[config.mk]
export PLATFORM = sky130hd
export DESIGN_NAME = main_fsm_flat
export DESIGN_NICKNAME = d
export VERILOG_FILES = /design/src/rtl/main_fsm_pkg.sv /design/src/rtl/main_fsm_if.sv /design/src/rtl/main_fsm_mem_wait_timer.sv /design/src/rtl/main_fsm.sv /design/src/flat_wrapper.sv
export SDC_FILE = /design/constraint.sdc
export NUM_CORES = 1
export LEC_CHECK = 0
export CORE_ASPECT_RATIO = 1.5
export CORE_MARGIN = 3
export CORE_UTILIZATION = 40
export CTS_BUF_LIST = sky130_fd_sc_hd__clkbuf_16
export DETAILED_ROUTE_END_ITERATION = 7
export HOLD_SLACK_MARGIN = 0.08
export PLACE_DENSITY_LB_ADDON = 0.08
export SYNTH_ARGS = -nofsm -noshare
export SYNTH_HDL_FRONTEND = slang
export SYNTH_SLANG_ARGS = --single-unit
[constraint.sdc]
create_clock -name clk -period 3.5 [get_ports clk]
set_input_delay 0.7 -clock clk [delete_from_list [all_inputs] [get_ports clk]]
set_output_delay 0.7 -clock clk [all_outputs]
set_load 0.1 [all_outputs]
[src/rtl/main_fsm_pkg.sv]
// Shared types and encodings for the multicycle ARM-subset control FSM.
package main_fsm_pkg;

  typedef enum logic [3:0] {
    FETCH,
    DECODE,
    MEMADR,
    MEMREAD,
    MEMWB,
    MEMWRITE,
    EXECUTER,
    EXECUTEI,
    ALUWB,
    BRANCH,
    FAULT
  } statetype;

  localparam logic [1:0] SRCA_RN      = 2'b00;
  localparam logic [1:0] SRCA_PC      = 2'b01;
  localparam logic [1:0] SRCB_RM      = 2'b00;
  localparam logic [1:0] SRCB_IMM     = 2'b01;
  localparam logic [1:0] SRCB_FOUR    = 2'b10;
  localparam logic [1:0] RES_ALUOUT   = 2'b00;
  localparam logic [1:0] RES_READDATA = 2'b01;
  localparam logic [1:0] RES_ALU      = 2'b10;

  localparam logic [1:0] OP_DP  = 2'b00;
  localparam logic [1:0] OP_MEM = 2'b01;
  localparam logic [1:0] OP_BR  = 2'b10;

  // States that stall on the memory handshake and are subject to the timeout.
  function automatic logic isWaitState(statetype s);
    return (s == FETCH) || (s == MEMREAD) || (s == MEMWRITE);
  endfunction

endpackage

[src/rtl/main_fsm_if.sv]
// Controller-to-datapath bundle: instruction fields and memory handshake in, enables and mux selects out.
interface main_fsm_if;
  logic [1:0] Op;
  logic [5:0] Funct;
  logic       MemReady;
  logic       IRWrite;
  logic       AdrSrc;
  logic [1:0] ALUSrcA;
  logic [1:0] ALUSrcB;
  logic [1:0] ResultSrc;
  logic       ALUOp;
  logic       NextPC;
  logic       RegW;
  logic       MemW;
  logic       Branch;
  logic       Fault;

  modport master (
    input  Op, Funct, MemReady,
    output IRWrite, AdrSrc, ALUSrcA, ALUSrcB, ResultSrc, ALUOp,
           NextPC, RegW, MemW, Branch, Fault
  );

  modport slave (
    output Op, Funct, MemReady,
    input  IRWrite, AdrSrc, ALUSrcA, ALUSrcB, ResultSrc, ALUOp,
           NextPC, RegW, MemW, Branch, Fault
  );
endinterface

[src/rtl/main_fsm_mem_wait_timer.sv]
// Counts consecutive stalled cycles on the memory handshake and flags the last allowed one.
module mem_wait_timer #(
  parameter int WAIT_LIMIT = 15
) (
  input  logic clk,
  input  logic reset,
  input  logic clr,
  input  logic waiting,
  output logic timeout
);

  localparam logic [7:0] LIMIT_M1 = 8'(WAIT_LIMIT - 1);

  logic [7:0] count;

  always_ff @(posedge clk or negedge reset) begin
    if (!reset) begin
      count <= 8'd0;
    end else if (clr) begin
      count <= 8'd0;
    end else if (waiting) begin
      count <= count + 8'd1;
    end
  end

  assign timeout = waiting && (count == LIMIT_M1);

endmodule

[src/rtl/main_fsm.sv]
// Multicycle control FSM: sequences fetch/decode/execute/writeback and raises a sticky fault.
module main_fsm
  import main_fsm_pkg::*;
#(
  parameter int WAIT_LIMIT = 15
) (
  input  logic           clk,
  input  logic           reset,
  main_fsm_if.master     bus
);

  statetype state, nextState;
  logic timeout, waiting, timerClr;
  logic irWrite, nextPc, regW, memW, branch;
  logic unusedFunct;

  assign unusedFunct = ^bus.Funct[4:1];

  always_ff @(posedge clk or negedge reset) begin
    if (!reset) begin
      state <= FETCH;
    end else begin
      state <= nextState;
    end
  end

  // The timer restarts whenever the state moves or memory answers.
  assign waiting  = isWaitState(state) && !bus.MemReady;
  assign timerClr = bus.MemReady || (nextState != state);

  mem_wait_timer #(.WAIT_LIMIT(WAIT_LIMIT)) waitTimer (
    .clk     (clk),
    .reset   (reset),
    .clr     (timerClr),
    .waiting (waiting),
    .timeout (timeout)
  );

  always_comb begin
    nextState = state;
    case (state)
      FETCH:    if (bus.MemReady) nextState = DECODE;
                else if (timeout) nextState = FAULT;
      DECODE: begin
        case (bus.Op)
          OP_MEM:  nextState = MEMADR;
          OP_DP:   nextState = bus.Funct[5] ? EXECUTEI : EXECUTER;
          OP_BR:   nextState = BRANCH;
          default: nextState = FAULT;
        endcase
      end
      MEMADR:   nextState = bus.Funct[0] ? MEMREAD : MEMWRITE;
      MEMREAD:  if (bus.MemReady) nextState = MEMWB;
                else if (timeout) nextState = FAULT;
      MEMWB:    nextState = FETCH;
      MEMWRITE: if (bus.MemReady) nextState = FETCH;
                else if (timeout) nextState = FAULT;
      EXECUTER: nextState = ALUWB;
      EXECUTEI: nextState = ALUWB;
      ALUWB:    nextState = FETCH;
      BRANCH:   nextState = FETCH;
      default:  nextState = FAULT;
    endcase
  end

  // Moore decode of mux selects and raw enables.
  always_comb begin
    irWrite       = 1'b0;
    nextPc        = 1'b0;
    regW          = 1'b0;
    memW          = 1'b0;
    branch        = 1'b0;
    bus.AdrSrc    = 1'b0;
    bus.ALUSrcA   = SRCA_RN;
    bus.ALUSrcB   = SRCB_RM;
    bus.ResultSrc = RES_ALUOUT;
    bus.ALUOp     = 1'b0;
    bus.Fault     = 1'b0;
    case (state)
      FETCH: begin
        bus.ALUSrcA   = SRCA_PC;
        bus.ALUSrcB   = SRCB_FOUR;
        bus.ResultSrc = RES_ALU;
        irWrite       = bus.MemReady;
        nextPc        = bus.MemReady;
      end
      DECODE: begin
        bus.ALUSrcA   = SRCA_PC;
        bus.ALUSrcB   = SRCB_FOUR;
        bus.ResultSrc = RES_ALU;
      end
      MEMADR:   bus.ALUSrcB = SRCB_IMM;
      MEMREAD:  bus.AdrSrc = 1'b1;
      MEMWB: begin
        bus.ResultSrc = RES_READDATA;
        regW          = 1'b1;
      end
      MEMWRITE: begin
        bus.AdrSrc = 1'b1;
        memW       = 1'b1;
      end
      EXECUTER: bus.ALUOp = 1'b1;
      EXECUTEI: begin
        bus.ALUSrcB = SRCB_IMM;
        bus.ALUOp   = 1'b1;
      end
      ALUWB:    regW = 1'b1;
      BRANCH: begin
        bus.ALUSrcB   = SRCB_IMM;
        bus.ResultSrc = RES_ALU;
        branch        = 1'b1;
      end
      FAULT:    bus.Fault = 1'b1;
      default:  bus.Fault = 1'b1;
    endcase
  end

  // Enables must fall the instant reset asserts, before the async state clear propagates.
  assign bus.IRWrite = irWrite & reset;
  assign bus.NextPC  = nextPc & reset;
  assign bus.RegW    = regW & reset;
  assign bus.MemW    = memW & reset;
  assign bus.Branch  = branch & reset;

endmodule

[src/flat_wrapper.sv]
// flat-port wrapper written by rule: the top's interface ports become plain ports
module main_fsm_flat import main_fsm_pkg::*;
#(
  parameter int WAIT_LIMIT = 15
)
  (clk, reset, bus_Op, bus_Funct, bus_MemReady, bus_IRWrite, bus_AdrSrc, bus_ALUSrcA, bus_ALUSrcB, bus_ResultSrc, bus_ALUOp, bus_NextPC, bus_RegW, bus_MemW, bus_Branch, bus_Fault);
  main_fsm_if bus_i ();
  input  logic clk;
  input  logic reset;
  input wire logic [$bits(bus_i.Op)-1:0] bus_Op;
  input wire logic [$bits(bus_i.Funct)-1:0] bus_Funct;
  input wire logic [$bits(bus_i.MemReady)-1:0] bus_MemReady;
  output wire logic [$bits(bus_i.IRWrite)-1:0] bus_IRWrite;
  output wire logic [$bits(bus_i.AdrSrc)-1:0] bus_AdrSrc;
  output wire logic [$bits(bus_i.ALUSrcA)-1:0] bus_ALUSrcA;
  output wire logic [$bits(bus_i.ALUSrcB)-1:0] bus_ALUSrcB;
  output wire logic [$bits(bus_i.ResultSrc)-1:0] bus_ResultSrc;
  output wire logic [$bits(bus_i.ALUOp)-1:0] bus_ALUOp;
  output wire logic [$bits(bus_i.NextPC)-1:0] bus_NextPC;
  output wire logic [$bits(bus_i.RegW)-1:0] bus_RegW;
  output wire logic [$bits(bus_i.MemW)-1:0] bus_MemW;
  output wire logic [$bits(bus_i.Branch)-1:0] bus_Branch;
  output wire logic [$bits(bus_i.Fault)-1:0] bus_Fault;
  assign bus_i.Op = bus_Op;
  assign bus_i.Funct = bus_Funct;
  assign bus_i.MemReady = bus_MemReady;
  assign bus_IRWrite = bus_i.IRWrite;
  assign bus_AdrSrc = bus_i.AdrSrc;
  assign bus_ALUSrcA = bus_i.ALUSrcA;
  assign bus_ALUSrcB = bus_i.ALUSrcB;
  assign bus_ResultSrc = bus_i.ResultSrc;
  assign bus_ALUOp = bus_i.ALUOp;
  assign bus_NextPC = bus_i.NextPC;
  assign bus_RegW = bus_i.RegW;
  assign bus_MemW = bus_i.MemW;
  assign bus_Branch = bus_i.Branch;
  assign bus_Fault = bus_i.Fault;
  main_fsm #(.WAIT_LIMIT(WAIT_LIMIT)) u_core (.clk(clk), .reset(reset), .bus(bus_i));
endmodule
After elaboration in Yosys (flattened, before gate mapping) --
Cells that the tools add are included.
Cells by class: bitwise logic cells 4, reductions and logical operators 17, equality and inequality tests 13, add/subtract/negate cells 1, multiplexer cells 20
Operator list (number):
- $pmux W4 S7 | 1
- $eq A4 B3 Y1 const B | 4
- $mux W4 | 4
- $mux W8 | 2
- $pmux W4 S3 | 1
- $reduce_or A10 Y1 | 1
- $mux W1 | 9
- $reduce_or A3 Y1 | 3
- $add A8 B1 Y8 const B | 1
- $eq A4 B2 Y1 const B | 2
- $eq A4 B4 Y1 const B | 2
- $eq A8 B4 Y1 const B | 1
- $pmux W2 S2 | 2
- $reduce_or A2 Y1 | 4
- $and A1 B1 Y1 | 4
- $eq A4 B1 Y1 const B | 1
- $logic_not A4 Y1 | 1
- $ne A4 B4 Y1 | 1
- $logic_or A1 B1 Y1 | 3
- $mux W3 | 1
- $eq A2 B1 Y1 const B | 1
- $eq A2 B2 Y1 const B | 1
- $logic_and A1 B1 Y1 | 2
- $logic_not A2 Y1 | 1
- other kinds (2) | 2
Word-level totals: register bits after elaboration 12, word-level logic and storage cells 57, output and inout port bits 14

Depth between registers and ports, before layout --
Gate-level depths: netlist of run 1.
depth after elaboration 11, depth in mapped cells 7

Hierarchy --
A second synthesis of run 1 with hierarchy kept.
Second synthesis, totals: cells, all modules 112, area, all modules 910.9 um^2
Modules (own cells, without submodules):
- main_fsm | times used 1, area each 500.5 um^2, cells an instance 71, seq. area each 100.1 um^2
- mem_wait_timer | times used 1, area each 410.4 um^2, cells an instance 41, seq. area each 200.2 um^2

Worst setup path after synthesis of run 1 --
Ideal clock, no wire load.
kind register -> output, from register u_core.state[1], to output port bus_ALUSrcB[1], path slack -0.679 ns, arrival 3.479 ns, data required time 2.800 ns, path buffers 3, stages on the path, launching flop included 5, cell sequence dfrtp_1 buf_4 clkbuf_1 nor3_1 buf_4
On the way: longest elaborated chain between the ends 3
RTL lines:
- start, declared | line main_fsm.sv:12 | statetype state, nextState;
- start signal, assigned | line main_fsm.sv:23 | state <= nextState;
- $eq A4 B2 Y1, or another cell as far along | line main_fsm.sv:79 | case (state)
- $reduce_or A3 Y1 (no source line) or $reduce_or A2 Y1 (tied branches)
- $pmux W2 S2 (*) | line main_fsm.sv:79
- end, declared | line flat_wrapper.sv:16 | output wire logic [$bits(bus_i.ALUSrcB)-1:0] bus_ALUSrcB;
Every way passes the cells marked *; elsewhere a longest branch is shown, timed or not.

Worst setup path after layout of run 1 --
from input port bus_MemReady, to output port bus_NextPC
On the way: longest elaborated chain between the ends 2
RTL lines:
- start, declared | line flat_wrapper.sv:12 | input wire logic [$bits(bus_i.MemReady)-1:0] bus_MemReady;
- $mux W1 | line main_fsm.sv:79
- $and A1 B1 Y1 | line main_fsm.sv:120 | assign bus.NextPC = nextPc & reset;
- end, declared | line flat_wrapper.sv:19 | output wire logic [$bits(bus_i.NextPC)-1:0] bus_NextPC;
No other way between the ends.

==> results of run 1 <==
-- final cells by class --
class	instances	area [um^2]
Fill cell	228	1130
Clock inverter	1	3.75
Timing Repair Buffer	20	228
Inverter	6	22.5
Sequential cell	12	300
Multi-Input combinational cell	96	701
Clock buffer	3	75.1
Tap cell	36	45.0
-- flip-flops by register name, summed over array words and instances, names as in the netlist --
register / cells
u_core.state: 4
u_core.waitTimer.count: 8
-- through the flow --
step | instances | util, % | TNS [ps] | setup WS, ps | hold WS [ps]
after floorplan | 124 | - | -375 | -229 | 404
after global placement | 170 | 51.7 | 0 | 808 | 614
after detailed placement | 170 | 51.7 | 0 | 806 | 619
after CTS | 174 | 54.9 | 0 | 796 | 630
after global routing | 174 | 54.9 | 0 | 684 | 648
final | 174 | 54.9 | 0 | 812 | 618
-- metal layers --
metal,vias to the layer above,track usage (%),part of all wire [%],routed length [um]
li1,470,-,-,-
met1,452,19.3,42,1010
met2,24,26.8,52,1260
met3,7,3.66,4.0,97
met4,0,7.91,2.5,61
met5,-,0,0,0
-- worst min path at each step --
stage | cells past startpoint | start | end
final | 2 | u_core.waitTimer.count[7] | u_core.waitTimer.count[7]
after global routing | 2 | u_core.waitTimer.count[7] | u_core.waitTimer.count[7]
after CTS | 2 | u_core.waitTimer.count[7] | u_core.waitTimer.count[7]
after detailed placement | 2 | u_core.waitTimer.count[7] | u_core.waitTimer.count[7]
after global placement | 2 | u_core.waitTimer.count[7] | u_core.waitTimer.count[7]
after floorplan | 0 | reset | u_core.state[0]
-- cells in the final DEF (no fill, tap or decap), drive strengths merged, types with 2 or more instances in the layout --
cell,netlist,final
xor2,4,4
nor2,12,12
clkdlybuf4s50,0,6
xnor2,6,6
nand2,8,8
inv,6,6
nor3b,2,2
ha,2,2
clkbuf,1,3
nor3,12,12
o21ai,4,4
nand4,3,3
nor4,2,2
a221oi,2,2
buf,9,14
dfrtp,12,12
a22oi,2,2
nor2b,2,2
nand2b,6,6
a21oi,3,3
nand3b,2,2
a21o,2,2
and2,3,3
-- logic make-up (layout without fill, tap and decap cells) --
kind of cell / after synthesis / after routing / synth area share, %
XOR/XNOR: 10 / 10 / 8.14
buffers and inverters: 16 / 30 / 8.60
adder cells (fa/ha/maj): 2 / 2 / 2.33
flip-flops: 12 / 12 / 27.9
AO/OA/AOI/OAI: 26 / 26 / 20.6
other: 1 / 1 / 0.349
AND/OR/NAND/NOR: 57 / 57 / 32.1
-- critical path: cells and delay by family --
| family | cells | cell delay (ps) |
|---|---|---|
| and+or+nand+nor | 2 | 440 |
| buffers and inverters | 2 | 850 |
==> flow_summary.toml, run 1 <==
[global_route]
grt_pass1_vias = 920
overflow = 0
antenna_found_initial = 0
grt_pass1_wl_um = 4350
grt_use_total_pct = 16.1
grt_max_degree = 24

[routing]
ant_nets = 0
drtPass1Iterations = 4
wl_um = 2430
drc = 0
drtIter0Drc = 24
vias_per_cell = 5.48
vias = 953
wl_per_cell_um = 13.9

[yosys]
ys_warn_count = 0
synth_top_area_share_pct = 27.9
synthTopCellsByCount = "dfrtp_1 (12), nor2_1 (12), nor3_1 (10)"
syn_avg_cell_area_um2 = 8.68
synthFlopType = "dfrtp_1"
ys_ff_latch = 12
synthArstFlopShare_pct = 100
yosysTopAreaCell = "dfrtp_1"
synthCells = 124
ys_types = 48
synth-edff-count = 0
synthesis.area_um2 = 1080
synthTopCellsByArea = "dfrtp_1 (28%), xnor2_1 (4.9%), nor3_1 (4.7%)"
synth_fp_nets = 137
seq_area_frac_synth_pct = 27.9

[clocking]
cts_setup_buffers = 0
cts_made_buffers = 3
htree_num_levels = 1
clkTransAtPathRegs_ps = 40
clk-insertion-delay-late_ps = 240
cts_resized = 0
root_buffer = "clkbuf_16"
cts_hold_buf = 0
cts_tree = "yes"
clock_sinks = 12
clockBufferDepth = 2

[timing]
hold_violations = 0
min_period_ps = 2690
drv_slew = 0
worstMarginPinSlew_ps = 795
finalSetupViolations = 0
rsz0062_at_grt = "no"
skew_ps = 0.810
max_freq_mhz = 372
relSlewSlack_pct = 47.0
min_period_over_period_pct = 76.8

[setup_path]
worst_setup_path_end_kind = "primary output"
critPathLaunch = "bus_MemReady"
reg2regPathDepth = 5
r2r-start = "u_core.state[1]"
worst_r2r_endpoint = "u_core.waitTimer.count[6]"
worst_path_max_delay_cell = "clkdlybuf4s50_1"
r2r_setup_slack_ps = 1370
start_kind = "primary input"
cp_max_fo = 6
cpPeakStageDelay_ps = 620
endpoint = "bus_NextPC"
worst_ep_required_time_ps = 2800
critical_path_class = "primary input to primary output"
path_cells = "clkdlybuf4s50_1 > nand2_1 > nor2_1 > buf_12"
cp.arrival_ps = 1990

[layout]
drive_gt1_share_pct = 22.5
final_nets = 152
antennaDiodeCount = 0
area_delta_synth_final_pct = 27.8
finish.instance_area_um2 = 1380

[placement]
gp_congestion = 0.786
place_area_um2 = 1300
dp_hpwl_um = 1910
port_buffers = 19

[die]
floorplan.die_area_um2 = 3360
rows = 22
initial_core_util_pct = 43.0
die-height_um = 69.5
top_level_ports = 25
die-width_um = 48.4
core_um2 = 2500

[min_path]
min_path_type = "register to register"

[run_status]
status = "finished, final reports clean"

[flow_run]
max_cap_viol_count = 0
Power of run 1 is left out: the tool's default activity adds up to more than one toggle a clock period on the data nets, which glitch-free logic cannot reach.
==> inputs of run 2 (changes only) <==
==> constraint.sdc (replaced) <==
create_clock -name clk -period 2.35 [get_ports clk]
set_input_delay 0.47 -clock clk [delete_from_list [all_inputs] [get_ports clk]]
set_output_delay 0.47 -clock clk [all_outputs]
set_load 0.1 [all_outputs]
==> run 2 against run 1 <==
Cell count rose by 4.0%; sequential cell count is the same; global-route usage up 0.63 points; clock skew is essentially flat; highest routed layer unchanged; critical path type is now register to primary output; sequential share of layout area is 2.7 points lower.
==> flow_summary.toml, run 2 (synthesis results as in run 1) <==
[die]
initial_core_util_pct = 43.0
rows = 22
core_um2 = 2500
die-width_um = 48.4
top_level_ports = 25
die-height_um = 69.5
floorplan.die_area_um2 = 3360

[setup_path]
cp.arrival_ps = 1760
start_kind = "register"
worst_ep_required_time_ps = 1880
critPathLaunch = "u_core.state[1]"
critical_path_class = "register to primary output"
r2r-start = "u_core.state[1]"
worst_setup_path_end_kind = "primary output"
cp_max_fo = 14

[timing]
hold_violations = 0
rsz0062_at_grt = "no"
finalSetupViolations = 0
max_freq_mhz = 448
tns_ps = 0
drv_slew = 0
min_period_ps = 2230
worstMarginPinSlew_ps = 560
skew_ps = 0.382
min_period_over_period_pct = 95.0
holdWs_ps = 617
fin_ws_ps = 117
relSlewSlack_pct = 62.7

[clocking]
cts_made_buffers = 3
clkTransAtPathRegs_ps = 40
cts_hold_buf = 0
root_buffer = "clkbuf_16"
clk-insertion-delay-late_ps = 240
cts_tree = "yes"
cts_setup_buffers = 0
htree_num_levels = 1
cts_resized = 0
clockBufferDepth = 2
clock_sinks = 12

[global_route]
grt_pass1_vias = 1016
antenna_found_initial = 0
grt_use_total_pct = 16.8
grt_max_degree = 17
grt_pass1_wl_um = 4480
overflow = 0

[min_path]
min_from = "u_core.waitTimer.count[7]"
min_path_type = "register to register"

[routing]
wl_um = 2620
vias = 1012
drc = 0
drtIter0Drc = 21
ant_nets = 0
drtPass1Iterations = 4
wl_per_cell_um = 14.5
vias_per_cell = 5.59

[layout]
final_common_cell = "buf_12"
top_regs = "u_core.waitTimer.count x8, u_core.state x4"
antennaDiodeCount = 0
layout_common_cells = "buf_12 (13), dfrtp_1 (12), buf_4 (8)"
largest_reg_flops = 8
area_delta_synth_final_pct = 45.6
drive_gt1_share_pct = 31.0
regMostFlops = "u_core.waitTimer.count"
final_nets = 159
fin_util_pct = 62.5

[run_status]
status = "finished, final reports clean"

[placement]
pre_cts_slack_ps = 103
port_buffers = 19
dp_hpwl_um = 2120
gp_congestion = 0.808

[flow_run]
max_cap_viol_count = 0
run 2: cell count changes in the layout (fill, tap and decap cells not counted), sizes merged:
cell and change:
buf +7
run 2: path summary, 6_finish.rpt:
kind | end | slack, ps | cells past startpoint
setup reg to reg | u_core.waitTimer.count[6] | 430 | 6
hold reg to reg | u_core.waitTimer.count[7] | 620 | 2
setup / recovery | bus_MemW | 120 | 4
max in group asynchronous | u_core.waitTimer.count[6] | 1520 | 2
hold / removal | u_core.waitTimer.count[7] | 620 | 2
min in group asynchronous | u_core.waitTimer.count[4] | 720 | 2
run 2: worst max-delay path: stages, from the launching register on:
cell,delay (ps)
dfrtp_1,570
nor2b_1,430
nand2_1,170
nor2_2,160
buf_12,190
run 2: area by class of cell:
| type | count | area, um^2 |
|---|---|---|
| clock buffer | 3 | 75.1 |
| clock inverter | 1 | 3.75 |
| fill | 194 | 938 |
| inverter | 6 | 22.5 |
| multi-input combinational | 96 | 739 |
| sequential | 12 | 300 |
| tap | 36 | 45.0 |
| timing repair buffer | 27 | 380 |
run 2: layer usage:
| metal | share of wire [%] | wire (um) | vias up | track usage [%] |
|---|---|---|---|---|
| met5 | 0 | 0 | - | 0 |
| met4 | 2.1 | 54 | 0 | 7.28 |
| met3 | 4.4 | 116 | 7 | 2.80 |
| met2 | 56 | 1460 | 28 | 32.5 |
| met1 | 38 | 991 | 490 | 17.1 |
| li1 | - | - | 487 | - |
run 2: stage by stage:
stage	instance area [um^2]	instances
finish	1570	181
global route	1570	181
CTS	1570	181
detailed placement	1490	177
global placement	1490	177
floorplan	1130	124
Power of run 2 is left out for the same reason.
